$ cat config.mk
export PLATFORM = sky130hd
export DESIGN_NAME = mul_issue_ctrl_flat
export DESIGN_NICKNAME = d
export VERILOG_FILES = /design/src/rtl/mul_issue_ctrl_if.sv /design/src/rtl/mul_issue_ctrl.sv /design/src/flat_wrapper.sv
export SDC_FILE = /design/constraint.sdc
export NUM_CORES = 1
export LEC_CHECK = 0
export ABC_AREA = 1
export BUFFER_PORTS_ARGS = -buffer_cell sky130_fd_sc_hd__buf_2
export CORE_ASPECT_RATIO = 0.7
export CORE_MARGIN = 3
export CORE_UTILIZATION = 50
export CTS_BUF_LIST = sky130_fd_sc_hd__clkbuf_4 sky130_fd_sc_hd__clkbuf_8 sky130_fd_sc_hd__clkbuf_16
export DETAILED_ROUTE_END_ITERATION = 10
export MAX_ROUTING_LAYER = met4
export PLACE_DENSITY = 0.8
export SKIP_LAST_GASP = 1
export SYNTH_ARGS = -nofsm -noshare
export SYNTH_HDL_FRONTEND = slang
export SYNTH_SLANG_ARGS = --single-unit
$ cat constraint.sdc
create_clock -name i_clk -period 4.6 [get_ports i_clk]
set_input_delay 0 -clock i_clk [delete_from_list [all_inputs] [get_ports i_clk]]
set_output_delay 0 -clock i_clk [all_outputs]
set_load 0.005 [all_outputs]
$ cat src/rtl/mul_issue_ctrl_if.sv
// ---------------------------------------------------------------------------
// mul_issue_ctrl_if
// Purpose : request/response handshake bundle between a client and the
//           multiplier issue controller.
// Signals :
//   req_valid / req_ready  request handshake, client -> controller
//   req_a / req_b          signed 32-bit operands
//   req_tag                request tag (MUL_ISSUE_TAG_EN builds only)
//   rsp_valid / rsp_ready  response handshake, controller -> client
//   rsp_prod               signed 64-bit product at the response head
//   rsp_tag                tag at the response head (MUL_ISSUE_TAG_EN only)
// Modports: master = client side, slave = controller side.
// Build option: define MUL_ISSUE_TAG_EN to add the tag signals.
// ---------------------------------------------------------------------------
interface mul_issue_ctrl_if
`ifdef MUL_ISSUE_TAG_EN
  #(parameter int TAG_W = 4)
`endif
  ;
  logic        req_valid;
  logic        req_ready;
  logic [31:0] req_a;
  logic [31:0] req_b;
  logic        rsp_valid;
  logic        rsp_ready;
  logic [63:0] rsp_prod;
`ifdef MUL_ISSUE_TAG_EN
  logic [TAG_W-1:0] req_tag;
  logic [TAG_W-1:0] rsp_tag;

  modport master (output req_valid, req_a, req_b, req_tag, rsp_ready,
                  input  req_ready, rsp_valid, rsp_prod, rsp_tag);
  modport slave  (input  req_valid, req_a, req_b, req_tag, rsp_ready,
                  output req_ready, rsp_valid, rsp_prod, rsp_tag);
`else
  modport master (output req_valid, req_a, req_b, rsp_ready,
                  input  req_ready, rsp_valid, rsp_prod);
  modport slave  (input  req_valid, req_a, req_b, rsp_ready,
                  output req_ready, rsp_valid, rsp_prod);
`endif
endinterface

$ cat src/rtl/mul_issue_ctrl.sv
// ---------------------------------------------------------------------------
// mul_issue_ctrl
// Purpose : issue/response controller wrapped around a pipelined 32x32 signed
//           Booth multiplier. One operation is in flight at a time; operands
//           are registered and held on o_mul_in0/o_mul_in1 for the whole
//           flight, the latency is counted down, and the 64-bit product is
//           captured into a small circular response FIFO.
// Ports   :
//   i_clk, i_rst      clock (rising edge), asynchronous active-high reset
//   bus (slave)       request/response handshake, see mul_issue_ctrl_if
//   o_mul_in0/1       held operands to the multiplier
//   i_mul_result      multiplier product, valid MUL_LATENCY edges after launch
//   o_busy            an operation is in flight
// Build option: define MUL_ISSUE_TAG_EN to carry a per-request tag through
//           the FIFO alongside the product.
// ---------------------------------------------------------------------------
module mul_issue_ctrl #(
  parameter int MUL_LATENCY = 3,
  parameter int RSP_DEPTH   = 2
`ifdef MUL_ISSUE_TAG_EN
  ,
  parameter int TAG_W       = 4
`endif
) (
  input  logic              i_clk,
  input  logic              i_rst,
  mul_issue_ctrl_if.slave   bus,
  output logic [31:0]       o_mul_in0,
  output logic [31:0]       o_mul_in1,
  input  logic [63:0]       i_mul_result,
  output logic              o_busy
);

  localparam int CNT_W  = (MUL_LATENCY > 0) ? $clog2(MUL_LATENCY + 1) : 1;
  localparam int PTR_W  = (RSP_DEPTH > 1) ? $clog2(RSP_DEPTH) : 1;
  localparam int FCNT_W = $clog2(RSP_DEPTH + 1);

  typedef enum logic {IDLE, BUSY} state_t;

  state_t            r_state, w_nextState;
  logic [CNT_W-1:0]  r_cnt;
  logic [PTR_W-1:0]  r_wrPtr, r_rdPtr;
  logic [FCNT_W-1:0] r_count;
  logic [63:0]       r_memProd [RSP_DEPTH];
  logic              w_accept, w_push, w_pop, w_fifoFull, w_fifoEmpty;
`ifdef MUL_ISSUE_TAG_EN
  logic [TAG_W-1:0]  r_tagQ;
  logic [TAG_W-1:0]  r_memTag [RSP_DEPTH];
`endif

  function automatic logic [PTR_W-1:0] ptrInc(input logic [PTR_W-1:0] p);
    return (p == PTR_W'(RSP_DEPTH - 1)) ? '0 : p + 1'b1;
  endfunction

  assign w_fifoFull  = (r_count == FCNT_W'(RSP_DEPTH));
  assign w_fifoEmpty = (r_count == '0);
  assign w_pop       = !w_fifoEmpty && bus.rsp_ready;

  // State register; reset drops any in-flight operation back to IDLE.
  always_ff @(posedge i_clk or posedge i_rst) begin
    if (i_rst) r_state <= IDLE;
    else       r_state <= w_nextState;
  end

  // Next-state and handshake decode. A request is only taken while the FIFO
  // has room, which together with the single-op limit makes overflow
  // impossible. The push happens on the edge where the countdown is at zero.
  always_comb begin
    w_nextState   = r_state;
    bus.req_ready = 1'b0;
    o_busy        = 1'b0;
    w_accept      = 1'b0;
    w_push        = 1'b0;
    case (r_state)
      IDLE: begin
        bus.req_ready = !w_fifoFull;
        w_accept      = bus.req_valid && !w_fifoFull;
        if (w_accept) w_nextState = BUSY;
      end
      BUSY: begin
        o_busy = 1'b1;
        if (r_cnt == '0) begin
          w_push      = 1'b1;
          w_nextState = IDLE;
        end
      end
      default: w_nextState = IDLE;
    endcase
  end

  // Operand launch and latency countdown. The operands only change on an
  // accepted request, so the multiplier inputs stay quiet in IDLE and stable
  // through the whole flight even if the client wiggles req_a/req_b.
  always_ff @(posedge i_clk or posedge i_rst) begin
    if (i_rst) begin
      o_mul_in0 <= '0;
      o_mul_in1 <= '0;
      r_cnt     <= '0;
`ifdef MUL_ISSUE_TAG_EN
      r_tagQ    <= '0;
`endif
    end else if (w_accept) begin
      o_mul_in0 <= bus.req_a;
      o_mul_in1 <= bus.req_b;
      r_cnt     <= CNT_W'(MUL_LATENCY);
`ifdef MUL_ISSUE_TAG_EN
      r_tagQ    <= bus.req_tag;
`endif
    end else if (r_state == BUSY && r_cnt != '0) begin
      r_cnt <= r_cnt - 1'b1;
    end
  end

  // FIFO pointers and occupancy. Simultaneous push and pop leave the count
  // alone while both pointers advance; a pop on an empty FIFO never happens
  // because w_pop is qualified by the non-empty flag.
  always_ff @(posedge i_clk or posedge i_rst) begin
    if (i_rst) begin
      r_wrPtr <= '0;
      r_rdPtr <= '0;
      r_count <= '0;
    end else begin
      if (w_push) r_wrPtr <= ptrInc(r_wrPtr);
      if (w_pop)  r_rdPtr <= ptrInc(r_rdPtr);
      case ({w_push, w_pop})
        2'b10:   r_count <= r_count + 1'b1;
        2'b01:   r_count <= r_count - 1'b1;
        default: r_count <= r_count;
      endcase
    end
  end

  // FIFO storage needs no reset: entries are only visible through the head
  // while the count says they hold data.
  always_ff @(posedge i_clk) begin
    if (w_push) begin
      r_memProd[r_wrPtr] <= i_mul_result;
`ifdef MUL_ISSUE_TAG_EN
      r_memTag[r_wrPtr]  <= r_tagQ;
`endif
    end
  end

  // Head presentation; forced to zero when empty so the reset view is clean.
  assign bus.rsp_valid = !w_fifoEmpty;
  assign bus.rsp_prod  = w_fifoEmpty ? '0 : r_memProd[r_rdPtr];
`ifdef MUL_ISSUE_TAG_EN
  assign bus.rsp_tag   = w_fifoEmpty ? '0 : r_memTag[r_rdPtr];
`endif

`ifndef SYNTHESIS
  // A push into a full FIFO would mean the accept gating is broken.
  assert property (@(posedge i_clk) disable iff (i_rst) !(w_push && w_fifoFull));
`endif

endmodule

$ cat src/flat_wrapper.sv
// flat-port wrapper written by rule: the top's interface ports become plain ports
module mul_issue_ctrl_flat 
#(
  parameter int MUL_LATENCY = 3,
  parameter int RSP_DEPTH   = 2

)
  (i_clk, i_rst, o_mul_in0, o_mul_in1, i_mul_result, o_busy, bus_req_valid, bus_req_a, bus_req_b, bus_rsp_ready, bus_req_ready, bus_rsp_valid, bus_rsp_prod);
  mul_issue_ctrl_if bus_i ();
  input  logic i_clk;
  input  logic i_rst;
  output logic [31:0] o_mul_in0;
  output logic [31:0] o_mul_in1;
  input  logic [63:0] i_mul_result;
  output logic o_busy;
  input wire logic [$bits(bus_i.req_valid)-1:0] bus_req_valid;
  input wire logic [$bits(bus_i.req_a)-1:0] bus_req_a;
  input wire logic [$bits(bus_i.req_b)-1:0] bus_req_b;
  input wire logic [$bits(bus_i.rsp_ready)-1:0] bus_rsp_ready;
  output wire logic [$bits(bus_i.req_ready)-1:0] bus_req_ready;
  output wire logic [$bits(bus_i.rsp_valid)-1:0] bus_rsp_valid;
  output wire logic [$bits(bus_i.rsp_prod)-1:0] bus_rsp_prod;
  assign bus_i.req_valid = bus_req_valid;
  assign bus_i.req_a = bus_req_a;
  assign bus_i.req_b = bus_req_b;
  assign bus_i.rsp_ready = bus_rsp_ready;
  assign bus_req_ready = bus_i.req_ready;
  assign bus_rsp_valid = bus_i.rsp_valid;
  assign bus_rsp_prod = bus_i.rsp_prod;
  mul_issue_ctrl #(.MUL_LATENCY(MUL_LATENCY), .RSP_DEPTH(RSP_DEPTH)) u_core (.i_clk(i_clk), .i_rst(i_rst), .bus(bus_i), .o_mul_in0(o_mul_in0), .o_mul_in1(o_mul_in1), .i_mul_result(i_mul_result), .o_busy(o_busy));
endmodule
* After elaboration in Yosys (flattened, before gate mapping)
Memories as Yosys holds them, arrays and structs flattened.
Index checks and enable logic that the tools add are counted.
** Word-level totals
- Register bits after elaboration :: 71
- Input bits :: 132
- Bits in writable memories :: 128
- Memories kept :: 1
- Logic and storage cells :: 43
** Memory list
- u_core.r_memProd :: words 2, bits a word 64, rd ports 1, clocked after Yosys merged registers in 0, write ports 1, RTL line mul_issue_ctrl.sv:44 : logic [63:0] r_memProd [RSP_DEPTH];
** Operators by class
- Bitwise gates (word level) :: 1
- Add/subtract/negate cells :: 5
- Reduce and logical (&&, ||, !) cells :: 10
- Equal/unequal tests :: 3
- Muxes and demuxes :: 16
** Operators by type and width (count)
- 64-bit two-way mux :: 1
- 1-bit two-way mux :: 11
- 2-bit nonzero test :: 3
- 2-bit == test (second input constant) :: 2
- 2-bit zero test :: 2
- 2-bit two-way mux :: 2
- 2-bit case mux with 2 select lines :: 1
- 2-bit by 1-bit subtractor with 2-bit output (second input constant) :: 2
- 1-bit logical AND :: 3
- 1-bit adder (second input constant) :: 2
- 2-bit by 1-bit adder with 2-bit output (second input constant) :: 1
- 2-bit by 1-bit == test with 1-bit output (second input constant) :: 1
- 1-bit zero test :: 2
- 1-bit case mux with 2 select lines :: 1
- 1-bit inverter :: 1

* Logic depth before layout (Yosys ltp)
Gate-level depths: netlist of run 1.
- Depth in word-level cells :: 5
- Gate-level depth with buffers :: 9
- Depth with buffers taken out :: 9

* Worst setup path before layout of run 1
No wires, ideal clock.
- Kind :: reg2reg
- Start :: register u_core.r_cnt[0]
- End :: memory u_core.r_memProd[0][0], enable pin
- Arrival time :: 3372 ps
- Stages on the path, launching flop included :: 5
- Setup time :: 486 ps
- Setup slack :: 742 ps
- Clock period less this slack :: 3858 ps
- Data required time :: 4114 ps
- Buffers on the path :: 0
- Cell sequence :: dfrtp_1 > inv_1 > ha_1 > nand2_1 > nor2_1
** Between the ends
- Cells in the longest elaborated chain, start to end :: 5
** Ends and longest elaborated chain
- from (decl) :: RTL line mul_issue_ctrl.sv:41 : logic [CNT_W-1:0] r_cnt;
- from (signal assigned) :: RTL line mul_issue_ctrl.sv:105 : r_cnt <= CNT_W'(MUL_LATENCY);
- from (signal assigned) :: RTL line mul_issue_ctrl.sv:110 : r_cnt <= r_cnt - 1'b1;
- 2-bit zero test :: RTL line mul_issue_ctrl.sv:82 : if (r_cnt == '0) begin
- 1-bit two-way mux :: RTL line mul_issue_ctrl.sv:82
- 1-bit two-way mux :: RTL line mul_issue_ctrl.sv:74 : case (r_state)
- 1-bit two-way mux :: RTL line mul_issue_ctrl.sv:136 : if (w_push) begin
- 1-bit two-way mux (not written as such) :: RTL line mul_issue_ctrl.sv:137 : r_memProd[r_wrPtr] <= i_mul_result;
- to (decl) :: RTL line mul_issue_ctrl.sv:44
No other way between the ends.

* Worst setup path in the final report of run 1
- Start :: register u_core.r_count[0]
- End :: register u_core.o_mul_in1[2]
** Between the ends
- Cells in the longest elaborated chain, start to end :: 4
** Ends and longest elaborated chain
- from (decl) :: RTL line mul_issue_ctrl.sv:43 : logic [FCNT_W-1:0] r_count;
- from (signal assigned) :: RTL line mul_issue_ctrl.sv:126 : 2'b10: r_count <= r_count + 1'b1;
- from (signal assigned) :: RTL line mul_issue_ctrl.sv:127 : 2'b01: r_count <= r_count - 1'b1;
- from (signal assigned) :: RTL line mul_issue_ctrl.sv:128 : default: r_count <= r_count;
- 2-bit == test :: RTL line mul_issue_ctrl.sv:55 : assign w_fifoFull = (r_count == FCNT_W'(RSP_DEPTH));
- 1-bit zero test :: RTL line mul_issue_ctrl.sv:77 : w_accept = bus.req_valid && !w_fifoFull;
- 1-bit logical AND :: RTL line mul_issue_ctrl.sv:77
- 1-bit two-way mux :: RTL line mul_issue_ctrl.sv:74
- to (signal assigned) :: RTL line mul_issue_ctrl.sv:104 : o_mul_in1 <= bus.req_b;
- to (decl) :: RTL line mul_issue_ctrl.sv:29 : output logic [31:0] o_mul_in1,
No other way between the ends.
A chain may end at the register's enable or synchronous reset.

==> results of run 1 <==
[where the power goes]
group	internal, mW	switching (mW)
Combinational	0.888	1.44
Sequential	2.40	0.212
Clock	0.738	0.715
Total	4.02	2.37
[cells in the final DEF (no fill, tap or decap), types with 2 or more instances in the layout]
cell type,n
clkinv_8,2
nand4_1,65
nand2_1,269
a21oi_1,65
ha_1,2
clkinvlp_4,3
inv_1,11
buf_2,262
edfxtp_1,128
inv_2,3
inv_6,2
nand3_1,3
dfrtp_1,70
buf_4,10
dlygate4sd3_1,130
nor2_4,3
inv_8,5
clkbuf_16,17
[registers in the layout, indices dropped and copies added, names as in the netlist]
| signal | count |
|---|---|
| u_core.r_wrPtr | 1 |
| u_core.r_count | 2 |
| u_core.r_state | 1 |
| u_core.o_mul_in0 | 32 |
| u_core.r_cnt | 2 |
| u_core.o_mul_in1 | 32 |
| u_core.r_memProd | 128 |
| u_core.r_rdPtr | 1 |
[critical path, cell delays in order (launching register included)]
cell and delay, ns:
dfrtp_1 0.45, inv_2 0.08, nand2_2 0.06, buf_4 0.52, nand3_2 0.34, buf_4 0.41, nand2_1 0.18, nand2_1 0.07
[final timing paths]
path,to,slack [ns],cells after the start
max in group asynchronous,u_core.r_rdPtr,3.39,4
min,u_core.o_mul_in0[4],0.23,3
max reg2reg,u_core.o_mul_in1[2],2.34,7
min in group i_clk,u_core.o_mul_in0[6],0.29,4
max,u_core.o_mul_in1[2],2.34,7
min reg2reg,u_core.o_mul_in0[4],0.47,2
[per-stage QoR]
| step | hold slack (ns) | setup slack (ns) |
|---|---|---|
| 5_1_grt | 0.289 | 2.18 |
| 4_1_cts | 0.238 | 2.34 |
| 6_report | 0.231 | 2.34 |
| 3_3_place_gp | 0.130 | 2.43 |
| 3_5_place_dp | 0.135 | 2.36 |
| 2_1_floorplan | 0.0989 | 0.742 |
[kinds of logic after synthesis]
group	Yosys count	share of synthesized area (%)
adders and majority gates	2	0.322
AOI/OAI and AO/OA	66	4.25
and+or+nand+nor	343	18.8
xor gates and xnor gates	2	0.225
buffers and inverters	64	4.18
DFF	199	72.3
[layout make-up]
cell class,instances,share of cell area (%)
Inverter,15,0.509
Clock buffer,18,3.92
Multi-Input combinational cell,413,16.8
Sequential cell,199,50.9
Timing Repair Buffer,402,24.3
Tap cell,195,2.21
Clock inverter,14,1.39
[per-layer routing]
metal | vias to the layer above | global-route usage, % | share of wire (%)
met1 | 3072 | 30.1 | 39
met3 | 66 | 3.98 | 5.4
met2 | 266 | 38.8 | 52
met5 | - | - | 0
met4 | 0 | 11.3 | 3.5
li1 | 3062 | - | -
==> summary.txt, run 1 <==
Status - finished clean
Vias per Instance - 5.15
Drt wl/cell - 16.4 um
Yosys warns - 0
Post-Syn Area per Cell - 11.5 sq um
Die width - 155 um
Commonest cells post-synth - nand2_1 (270), edfxtp_1 (128), dfrtp_1 (71)
GP Congestion - 0.767
Power Dens Cells - 579 nW/um^2
Antenna diodes - 0
Finished Cell Area - 11100 sq um
CP Capture Type - flop
Sequential share of the synthesized area - 72.3%
GRT Total Usage - 23.9%
Final Hold Fails - 0
Longest Clk Path Bufs - 2
WS Path Type - flop to flop
Die height - 110 um
# nets final - 1182
FP Rows - 37
Max IR drop VDD - 354 uV
Syn Nets - 810
CTS root buf - clkbuf_16
Crit. Startpoint - u_core.r_count[0]
Relative slew slack - 23.5%
Die area - 17100 sq um
Worst r2r src - u_core.r_count[0]
Post-CTS resize count - 0
Via count - 6466
Worst Clk Skew - 0.0136 ns
I/O Buffers - 262
CTS Sinks - 199
Seq cells post-synth - 199
Synth area leaders - edfxtp_1 (49%), dfrtp_1 (23%), nand2_1 (13%), nand4_1 (5.2%), a21oi_1 (4.2%)
Leak Pwr - 5.08 nW
Largest net degree at the start of global routing - 68
Area share of the largest cell type after synthesis - 49.4%
Synth Instances - 676
Final Setup Violations - 0
CTS tree - done
Fillers - 957
Io pins - 263
Critical path launch point type - flop
Classification of the worst-slack hold path - input pin to async pin
Num CTS Buffers - 17
Fraction of registers with async set/reset - 35.7%
Sequential cell area - 5620 sq um
CP required - 4.91 ns
Number of global-route vias before repair - 6197
Pwr Total - 6.40 mW
Post-synth EDFFs - 128
Setup Fix Bufs, Post-CTS - 0
Post-Syn Area - 7780 sq um
Residual DRC - 0
Fin crit period - 2.26 ns
Library cells used by synthesis - 19
Placed instance area - 9170 sq um
Setup TNS - 0 ns
1st-iter DRT viols - 698
CP arrival - 2.57 ns
# hold bufs at CTS - 130
Final period util - 49.1%
Final core occ - 73.9%
Max Cap Viol - 0
Gr ovfl total - 0
Fmax - 443 MHz
DR pass1 iterations - 5
Non-filler instance count after layout - 1256
First-pass GRT wire length - 31100 um
CTS clk-pin slew, worst paths - 0.08 ns
Initial antenna violation count - 0
Pins Over Slew Limit - 0
Htree depth - 4
Most common cell in the netlist - nand2_1
Routed Antenna Nets - 0
Core Area - 15000 sq um
Dpl hpwl - 11600 um
Multi-input gate area - 1860 sq um
Synth-to-Final Area Change - 42.1%
Layout cells sized above 1 - 29.5%
Yosys top cell by area - edfxtp_1
RSZ-0062 raised after global routing - no
Starting Density - 52.0%
Slew @ Worst Pin - 1.15 ns
Crit path max fanout - 65
Final WL - 20600 um
Main flop type after synthesis - edfxtp_1
Clk_lat worst skew - 0.42 ns
DP Cell Count - 1094
No activity file was read; power rests on OpenSTA's default activity.
==> inputs of run 2 (changes only) <==
ABC_AREA = 0   (was 1)
CORE_UTILIZATION = 45   (was 50)
PLACE_DENSITY = 0.77   (was 0.8)
clock period = 1.8 ns   (was 4.6 ns; I/O delays follow)
==> summary.txt, run 2 <==
Via count - 5212 (-19%)
Leak Pwr - 4.83 nW (-5.0%)
Commonest cells post-synth - edfxtp_1 (128), dfrtp_1 (71), nor2_1 (69)
Residual DRC - 0 (unchanged)
Final Hold Fails - 0 (unchanged)
RSZ-0062 raised after global routing - yes
R2r worst-path depth - 4 (-3)
Longest Clk Path Bufs - 2 (unchanged)
Synth area leaders - edfxtp_1 (51%), dfrtp_1 (24%), mux2i_1 (8.5%), mux2_2 (5.5%), mux2_1 (4.0%)
Internal power - 11.1 mW (+180%)
1st-iter DRT viols - 301 (-57%)
Largest regs - u_core.r_memProd (128), u_core.o_mul_in0 (32), u_core.o_mul_in1 (32)
Most common cell after layout, fill and taps aside - buf_2
CP Capture Type - flop
Power Dens Cells - 1470 nW/um^2 (+150%)
Post-synth EDFFs - 128 (unchanged)
Starting Density - 47.2% (-4.9 points)
Status - finished clean
Post-Syn Area per Cell - 17.2 sq um (+49%)
Routed Antenna Nets - 0 (unchanged)
Max Cap Viol - 0 (unchanged)
Number of flip-flops in the largest register - 128 (unchanged)
Die area - 18300 sq um (+7.0%)
Max IR drop VDD - 814 uV (+130%)
GP Congestion - 0.740 (-3.5%)
Sequential Power Share - 42.0% (+1.2 points)
Vias per Instance - 4.84 (-5.9%)
Fin crit period - 1.72 ns (-0.537 ns)
CP arrival - 2.01 ns (-0.56 ns)
Pins Over Slew Limit - 0 (unchanged)
Final Setup Violations - 0 (unchanged)
Io pins - 263 (unchanged)
Synth Instances - 438 (-35%)
Classification of the worst-slack hold path - input pin to async pin
First-pass GRT wire length - 29800 um (-4.2%)
Yosys top cell by area - edfxtp_1
Slew @ Worst Pin - 0.464 ns (-0.684 ns)
Fraction of registers with async set/reset - 35.7% (unchanged)
Number of global-route vias before repair - 5570 (-10%)
CTS Sinks - 199 (unchanged)
Crit path max fanout - 67 (+3.1%)
Post-Syn Area - 7510 sq um (-3.4%)
# nets final - 977 (-17%)
WS Path Type - flop to flop
Die width - 160 um (+3.4%)
Dpl hpwl - 11300 um (-3.0%)
DR pass1 iterations - 4 (-1)
Initial antenna violation count - 0 (unchanged)
Yosys warns - 0 (unchanged)
Seq cells post-synth - 199 (unchanged)
Layout cells sized above 1 - 41.2% (+12 points)
Main flop type after synthesis - edfxtp_1
Synth-to-Final Area Change - 47.4%
CTS tree - done
Largest net degree at the start of global routing - 68 (unchanged)
Clk_lat worst skew - 0.42 ns (about the same)
Num CTS Buffers - 17 (unchanged)
Gr ovfl total - 0 (unchanged)
Top reg by flops - u_core.r_memProd
Final core occ - 69.5% (-4.4 points)
Core Area - 15900 sq um (+6.5%)
GRT Total Usage - 21.7% (-2.3 points)
Combinational share of power - 35.7% (-0.8 points)
CP required - 2.09 ns (-2.82 ns)
Critical path launch point type - flop
FP Rows - 38 (+2.7%)
Worst Clk Skew - 0.0106 ns (-0.00309 ns)
Syn Nets - 572 (-29%)
CTS root buf - clkbuf_16
Switching power of the nets - 5.18 mW (+120%)
Area share of the largest cell type after synthesis - 51.2% (+1.8 points)
Fmax - 581 MHz (+31%)
Hold WS - 0.146 ns (-0.0850 ns)
Most common cell in the netlist - edfxtp_1
I/O Buffers - 262 (unchanged)
Switching portion of total power - 31.8% (-5.2 points)
Drt wl/cell - 17.7 um (+7.7%)
Clock share of power - 22.3% (-0.4 points)
Final period util - 95.7% (+47 points)
CTS clk-pin slew, worst paths - 0.07 ns (about the same)
Relative slew slack - 69.0% (+46 points)
Final WL - 19000 um (-7.8%)
Htree depth - 4 (unchanged)
Most frequent cells in the layout - buf_2 (262), dlygate4sd3_1 (130), edfxtp_1 (128)
Library cells used by synthesis - 22 (+3)
Die height - 114 um (+3.4%)
Sequential share of the synthesized area - 74.8% (+2.6 points)
-- run 2: cell count changes in the layout (fill, tap and decap cells not counted), moves of 3 or more --
| cell | change |
|---|---|
| buf_12 | +4 |
| nand4_1 | -65 |
| nand2_1 | -269 |
| mux2_2 | +37 |
| xnor2_1 | +3 |
| nand2b_1 | +3 |
| mux2i_1 | +64 |
| a21oi_1 | -65 |
| nor2_1 | +66 |
| inv_1 | -10 |
| mux2_1 | +27 |
| nand3_1 | -3 |
-- run 2: final cells by class --
| type | count | area, sq um |
|---|---|---|
| well taps | 220 | 275 |
| multi-input cells | 214 | 1800 |
| fillers | 1027 | 4850 |
| diodes | 1 | 2.50 |
| repair buffers | 407 | 2800 |
| inverters | 4 | 15.0 |
| flip-flops and latches | 199 | 5620 |
| clock inverters | 13 | 121 |
| clock buffers | 18 | 433 |
-- run 2: cell families (layout without fill, tap and decap cells) --
family | Yosys count | in the layout | share of synthesized area (%)
AOI/OAI and AO/OA | 1 | 1 | 0.117
and+or+nand+nor | 77 | 77 | 4.16
DFF | 199 | 199 | 74.8
adders and majority gates | 2 | 2 | 0.333
muxes | 128 | 128 | 18.1
xor gates and xnor gates | 6 | 6 | 0.700
other | 0 | 1 | 0
buffers and inverters | 25 | 442 | 1.75
-- run 2: power groups by stage --
stage          clock [mW]  sequential, mW  combinational, mW
5_1_grt              3.89            6.96               6.32
3_5_place_dp            0            6.90               5.44
2_1_floorplan           0            6.80               3.00
6_report             3.62            6.83               5.81
4_1_cts              3.70            6.80               5.79
3_3_place_gp            0            6.84               5.29
-- run 2: worst paths after layout --
kind                                      start                 endpoint  slack (ns)
max                           u_core.r_count[1]      u_core.o_mul_in1[7]        0.08
min                                       i_rst     u_core.o_mul_in0[19]        0.15
max reg2reg                   u_core.r_count[1]      u_core.o_mul_in1[7]        0.08
min reg2reg                u_core.o_mul_in1[28]     u_core.o_mul_in1[28]        0.48
max in group asynchronous                 i_rst     u_core.o_mul_in1[20]        1.01
min in group i_clk             i_mul_result[14]  u_core.r_memProd[0][14]        0.30
-- run 2: metrics by stage --
step	total power [mW]	setup slack, ns	cells	instance area (sq um)	setup TNS (ns)
final	16.3	0.0774	1076	11100	0
after global routing	17.2	-0.00167	1075	11100	-0.00167
after CTS	16.3	0.0139	1075	11100	0
after detailed placement	12.3	0.105	911	9180	0
after global placement	12.1	0.161	911	9180	0
after floorplan	9.80	-0.214	438	7540	-17.54
-- run 2: timing repair --
action / CTS / global route
pin swaps: 0 / 0
cloned: 0 / 0
endpoints found under the setup margin: 64 / 44
hold buffers: 130 / 0
resized for setup: 1 / 3
buffers inserted: 3 / 0
hold endpoints to repair: 213 / 0
-- run 2: critical path, stage by stage, from the launching register on --
cell,delay [ns]
dfrtp_1,0.42
nor2b_1,0.19
nor3b_4,0.21
clkbuf_16,0.34
mux2_1,0.38
-- run 2: layer usage --
metal / routed length, um / vias to the layer above / GRT usage, %
met3: 1240 / 32 / 5.71
met4: 361 / 0 / 6.99
met1: 7840 / 2569 / 26.8
met2: 9590 / 221 / 35.4
li1: - / 2390 / -
met5: 0 / - / -
